--- config.mk ---
export PLATFORM = sky130hd
export DESIGN_NAME = mux_rr_feeder
export DESIGN_NICKNAME = d
export VERILOG_FILES = /design/src/rtl/mux_rr_pkg.sv /design/src/rtl/mux_rr_feeder_hold_slot.sv /design/src/rtl/mux_rr_feeder.sv
export SDC_FILE = /design/constraint.sdc
export NUM_CORES = 1
export LEC_CHECK = 0
export ABC_AREA = 1
export ABC_CLOCK_PERIOD_IN_PS = 900
export CAP_MARGIN = 30
export CORE_ASPECT_RATIO = 0.5
export CORE_MARGIN = 5
export CORE_UTILIZATION = 43
export CTS_CLUSTER_SIZE = 10
export DETAILED_ROUTE_END_ITERATION = 6
export GPL_TIMING_DRIVEN = 1
export PLACE_DENSITY = 0.83
export SYNTH_ARGS = -nofsm -noshare
export SYNTH_HDL_FRONTEND = slang
export SYNTH_HIERARCHICAL = 1
export SYNTH_SLANG_ARGS = --single-unit
--- constraint.sdc ---
create_clock -name clk -period 0.9 [get_ports clk]
set_input_delay 0.135 -clock clk [delete_from_list [all_inputs] [get_ports clk]]
set_output_delay 0.135 -clock clk [all_outputs]
set_load 0.01 [all_outputs]
--- src/rtl/mux_rr_pkg.sv ---
// Shared types and defaults for the mux_rr_feeder slice: grant encoding and the
// round-robin pick helper used by the top-level arbiter.
package mux_rr_pkg;

  localparam int unsigned MUX_RR_W     = 8;
  localparam int unsigned MUX_RR_CNT_W = 16;

  typedef enum logic {
    GNT_X1 = 1'b0,
    GNT_X2 = 1'b1
  } gnt_t;

  // Channel to grant when at least one slot holds data; on a tie the channel
  // that did not win last time goes next.
  function automatic gnt_t rr_pick(input logic full1, input logic full2, input gnt_t last);
    gnt_t pick;
    if (full1 && full2) begin
      pick = (last == GNT_X1) ? GNT_X2 : GNT_X1;
    end else if (full2) begin
      pick = GNT_X2;
    end else begin
      pick = GNT_X1;
    end
    return pick;
  endfunction

endpackage

--- src/rtl/mux_rr_feeder_hold_slot.sv ---
// hold_slot: one-entry valid/ready holding register. Accepts a beat only while
// empty, so the upstream ready is a plain flop output.
module hold_slot
  import mux_rr_pkg::*;
#(
  parameter int unsigned W = MUX_RR_W
) (
  input  logic         clk,
  input  logic         reset_n,
  input  logic [W-1:0] data_i,
  input  logic         vld_i,
  output logic         rdy_o,
  input  logic         pop_i,
  output logic         full_o,
  output logic [W-1:0] data_o
);

  logic         full_q;
  logic         full_d;
  logic [W-1:0] data_q;
  logic [W-1:0] data_d;

  // Fill and pop never coincide: a fill needs the slot empty, a pop needs it full.
  always_comb begin
    full_d = full_q;
    data_d = data_q;
    if (vld_i && !full_q) begin
      full_d = 1'b1;
      data_d = data_i;
    end else if (pop_i) begin
      full_d = 1'b0;
    end
  end

  always_ff @(posedge clk or negedge reset_n) begin
    if (!reset_n) begin
      full_q <= 1'b0;
      data_q <= '0;
    end else begin
      full_q <= full_d;
      data_q <= data_d;
    end
  end

  assign rdy_o  = ~full_q;
  assign full_o = full_q;
  assign data_o = data_q;

endmodule

--- src/rtl/mux_rr_feeder.sv ---
// mux_rr_feeder: two buffered byte streams, round-robin arbitrated into a
// registered {x1_o, x2_o, sel_o} triple. Grant counters exist only when
// MUX_RR_STATS_EN is defined.
module mux_rr_feeder
  import mux_rr_pkg::*;
#(
  parameter int unsigned W = MUX_RR_W
`ifdef MUX_RR_STATS_EN
  , parameter int unsigned CNT_W = MUX_RR_CNT_W
`endif
) (
  input  logic             clk,
  input  logic             reset_n,
  input  logic [W-1:0]     x1_i,
  input  logic             x1_vld_i,
  output logic             x1_rdy_o,
  input  logic [W-1:0]     x2_i,
  input  logic             x2_vld_i,
  output logic             x2_rdy_o,
  output logic [W-1:0]     x1_o,
  output logic [W-1:0]     x2_o,
  output logic             sel_o,
  output logic             vld_o,
  input  logic             rdy_i
`ifdef MUX_RR_STATS_EN
  , output logic [CNT_W-1:0] x1_gnt_cnt_o
  , output logic [CNT_W-1:0] x2_gnt_cnt_o
`endif
);

  // Handshake: a beat moves on a rising edge where valid and ready are both high;
  // valid holds its payload until then, and every ready here is a flop output.

  logic         s1_full;
  logic         s2_full;
  logic [W-1:0] s1_data;
  logic [W-1:0] s2_data;
  logic         pop1;
  logic         pop2;

  logic         out_free;
  logic         any_full;
  logic         gnt_fire;
  gnt_t         gnt;

  gnt_t         last_gnt_q;
  gnt_t         sel_q;
  logic         vld_q;
  logic [W-1:0] x1_q;
  logic [W-1:0] x2_q;

  hold_slot #(.W(W)) u_slot1 (
    .clk     (clk),
    .reset_n (reset_n),
    .data_i  (x1_i),
    .vld_i   (x1_vld_i),
    .rdy_o   (x1_rdy_o),
    .pop_i   (pop1),
    .full_o  (s1_full),
    .data_o  (s1_data)
  );

  hold_slot #(.W(W)) u_slot2 (
    .clk     (clk),
    .reset_n (reset_n),
    .data_i  (x2_i),
    .vld_i   (x2_vld_i),
    .rdy_o   (x2_rdy_o),
    .pop_i   (pop2),
    .full_o  (s2_full),
    .data_o  (s2_data)
  );

  always_comb begin
    out_free = ~vld_q | rdy_i;
    any_full = s1_full | s2_full;
    gnt      = rr_pick(s1_full, s2_full, last_gnt_q);
    gnt_fire = out_free & any_full;
    pop1     = gnt_fire & (gnt == GNT_X1);
    pop2     = gnt_fire & (gnt == GNT_X2);
  end

  // Output triple plus the last-grant state; both operands load on every grant
  // so the mux always sees flop outputs.
  always_ff @(posedge clk or negedge reset_n) begin
    if (!reset_n) begin
      last_gnt_q <= GNT_X2;
      sel_q      <= GNT_X1;
      vld_q      <= 1'b0;
      x1_q       <= '0;
      x2_q       <= '0;
    end else if (out_free) begin
      if (any_full) begin
        x1_q  <= s1_data;
        x2_q  <= s2_data;
        sel_q <= gnt;
        vld_q <= 1'b1;
        case (last_gnt_q)
          GNT_X1:  if (gnt == GNT_X2) last_gnt_q <= GNT_X2;
          GNT_X2:  if (gnt == GNT_X1) last_gnt_q <= GNT_X1;
          default: last_gnt_q <= GNT_X2;
        endcase
      end else begin
        vld_q <= 1'b0;
      end
    end
  end

  assign x1_o  = x1_q;
  assign x2_o  = x2_q;
  assign sel_o = sel_q;
  assign vld_o = vld_q;

`ifdef MUX_RR_STATS_EN
  logic [CNT_W-1:0] x1_cnt_q;
  logic [CNT_W-1:0] x1_cnt_d;
  logic [CNT_W-1:0] x2_cnt_q;
  logic [CNT_W-1:0] x2_cnt_d;

  // Saturating: a pinned all-ones value means "at least this many".
  always_comb begin
    x1_cnt_d = x1_cnt_q;
    x2_cnt_d = x2_cnt_q;
    if (pop1 && (x1_cnt_q != '1)) x1_cnt_d = x1_cnt_q + CNT_W'(1);
    if (pop2 && (x2_cnt_q != '1)) x2_cnt_d = x2_cnt_q + CNT_W'(1);
  end

  always_ff @(posedge clk or negedge reset_n) begin
    if (!reset_n) begin
      x1_cnt_q <= '0;
      x2_cnt_q <= '0;
    end else begin
      x1_cnt_q <= x1_cnt_d;
      x2_cnt_q <= x2_cnt_d;
    end
  end

  assign x1_gnt_cnt_o = x1_cnt_q;
  assign x2_gnt_cnt_o = x2_cnt_q;
`endif

endmodule

==> impl_metrics.csv <==
group,metric,value,unit
run_status,outcome,"complete, but fails checks",
run_status,violations,"setup timing",
placement,dp_hpwl,2680,um
critical_path,cp.arrival,1330,ps
global_route,antenna_found_initial,0,
critical_path,max_stage_delay,430,ps
route,drc_errors,0,
layout,drive_gt1_share,53.0,%
power,ir_drop,1.98,mV
clock_tree,ctsLongestPathBuffers,2,
floorplan,fp.coreArea,3450,sq um
layout,design_area,2690,sq um
synth,synth_area,1550,sq um
timing,setup_ws,-244,ps
global_route,grt_pass1_vias,1604,
timing,slew_viol_final,0,
clock_tree,clk_pin_slew,70,ps
synth,yosys-top-cells-area,"dfrtp_1, nand2_1, nand3_1",
global_route,grt_overflow_total,0,
power,fin_total_pwr,9980,uW
placement,pre_cts_ws,-292,ps
clock_tree,clkLatencyLatePin,290,ps
floorplan,start_util,45.0,%
route,ant_nets,0,
critical_path,crit_slowest_cell,"dfrtp_1",
critical_path,critPathRequiredTime,1080,ps
critical_path,endpoint_kind,"flop",
route,vias_per_cell,5.58,
critical_path,crit_fanout,7,
placement,numPortBuffers,40,
route,dr_total_vias,1675,
route,avgRoutedWirePerCell,19.9,um
timing,relSlewSlack,70.3,%
timing,fmax,0.874,GHz
clock_tree,cts.sinks,37,
global_route,grt_max_degree,13,
timing,fin_skew,6.59,ps
timing,period_minus_slack,1140,ps
route,drtIter0Drc,208,
floorplan,die_x,95.0,um
timing,hold_violations,0,
timing,timing.setup.tns,-7050,ps
synth,synth_cell_types,12,
synth,syn_nets,185,
clock_tree,numCtsBuffers,5,
flow_run,drv_cap,0,
synth,ys_seq_area_share,59.7,%
global_route,gr-usage-all-layers,22.2,%
timing,setup_viol,57,
layout,diodes,0,
timing,rsz0062_at_grt,"true",
timing,period_share,127,%
clock_tree,cts_max_level,2,
placement,placed_area,2130,sq um
critical_path,crit_path_start_kind,"flop",
synth,yosysTopAreaCell,"dfrtp_1",
synth,ys_ff_latch,37,
global_route,grt_pass1_wl,7970,um
floorplan,die_area,4990,sq um
route,first_pass_iters,5,
clock_tree,cts_root_buf,"clkbuf_8",
placement,gp_routability_congestion,0.802,
power,p_leak,0.00135,uW
layout,finalNetCount,269,
floorplan,num_rows,15,
critical_path,worstSetupPathType,"flop to flop",
layout,area_growth,72.9,%
synth,synth.top_cell.area_share,58.0,%
route,wirelength,5970,um
synth,syn_inst,164,
timing,whs,327,ps
worst_hold_path,hold_class,"input pin to async pin",
synth,yosys_warnings,6,
timing,worst_pin_slew,444,ps
power,p_per_area,3720,nW/um^2
clock_tree,cts_tree,"built",
floorplan,die_y,52.5,um
critical_path,crit_chain,"buf_6, inv_6, nand2_8, clkbuf_16, nand3_2, nand2_1",
floorplan,ioPinCount,41,
synth,postSynthAreaPerCell,9.48,sq um
## metrics by stage
| step | util, % | instances |
|---|---|---|
| floorplan | - | 164 |
| global placement | 61.6 | 271 |
| detailed placement | 61.6 | 271 |
| CTS | 70.8 | 294 |
| global route | 77.8 | 300 |
| finish | 77.8 | 300 |
## final cells by class
class,instances,area (sq um)
Tap cell,51,63.8
Inverter,7,36.3
Sequential cell,37,927
Fill cell,203,767
Multi-Input combinational cell,116,845
Timing Repair Buffer,81,724
Clock buffer,8,90.1
## power by group
group          internal, uW  switching, uW
clock                   625            581
combinational          2630           2960
sequential             2470            720
## cells in the mapped netlist, drive strengths merged
library cell,n
clkbuf,1
nand3,33
o21ai,2
dfstp,1
dfrtp,36
buf,7
nor2,1
nand2,76
inv,7
## routing by layer
layer | GRT usage [%] | up-vias | share of wire [%]
met5 | 0 | - | 0
met4 | 10.8 | 0 | 5.9
met3 | 6.60 | 36 | 7.8
met2 | 39.0 | 114 | 47
met1 | 24.9 | 826 | 39
li1 | - | 699 | -
## layout by cell type, fill, tap and decap left out
cell type and instances:
nand2_4 6, nand2_1 45, buf_4 30, nand3_1 12, buf_6 10, clkbuf_8 6
inv_1 2, nand2_8 6, buf_8 3, dlymetal6s2s_1 1, nand3_2 15, buf_12 2
o21ai_2 2, inv_6 2, dfrtp_1 36, nand3_4 6, dlygate4sd2_1 1, clkbuf_16 1
nand2_2 23, clkdlybuf4s50_1 18, nor2_4 1, buf_2 15, dfstp_2 1, clkbuf_1 2
inv_2 3
## final timing paths
kind | from | endpoint | slack [ps] | cells past startpoint
max | u_slot1/full_o | x2_o[1] | -240 | 6
min | reset_n | last_gnt_q | 330 | 1
max reg2reg | u_slot1/full_o | x2_o[1] | -240 | 6
min reg2reg | last_gnt_q | last_gnt_q | 510 | 2
max in group asynchronous | reset_n | vld_o | 360 | 2
min in group clk | x2_vld_i | u_slot2/full_o | 330 | 3
## cells by family after synthesis
kind of cell | after synthesis | share of synthesized area (%)
AOI/OAI and AO/OA | 2 | 1.13
buffers and inverters | 15 | 7.41
DFF | 37 | 59.7
and+or+nand+nor | 110 | 31.8
## critical path: cells and delay by family (launching register included)
family                 cells  cell delay (ps)
flip-flops                 1              430
buffers and inverters      3              390
AND/OR/NAND/NOR            3              220
## state kept, by name, indices dropped and copies added, names as in the netlist
signal	count
u_slot2/full_o	1
last_gnt_q	1
vld_o	1
u_slot2/data_o	8
x2_o	8
x1_o	8
u_slot1/data_o	8
u_slot1/full_o	1
sel_o	1
## what timing repair did
| item | 4_1_cts | 5_1_grt |
|---|---|---|
| cloned | 5 | 1 |
| resized for setup | 125 | 42 |
| endpoints found under the setup margin | 57 | 57 |
| setup buffers | 10 | 5 |
| pin swaps | 13 | 15 |
| hold buffers | 0 | 0 |
No activity file was read; power rests on OpenSTA's default activity.
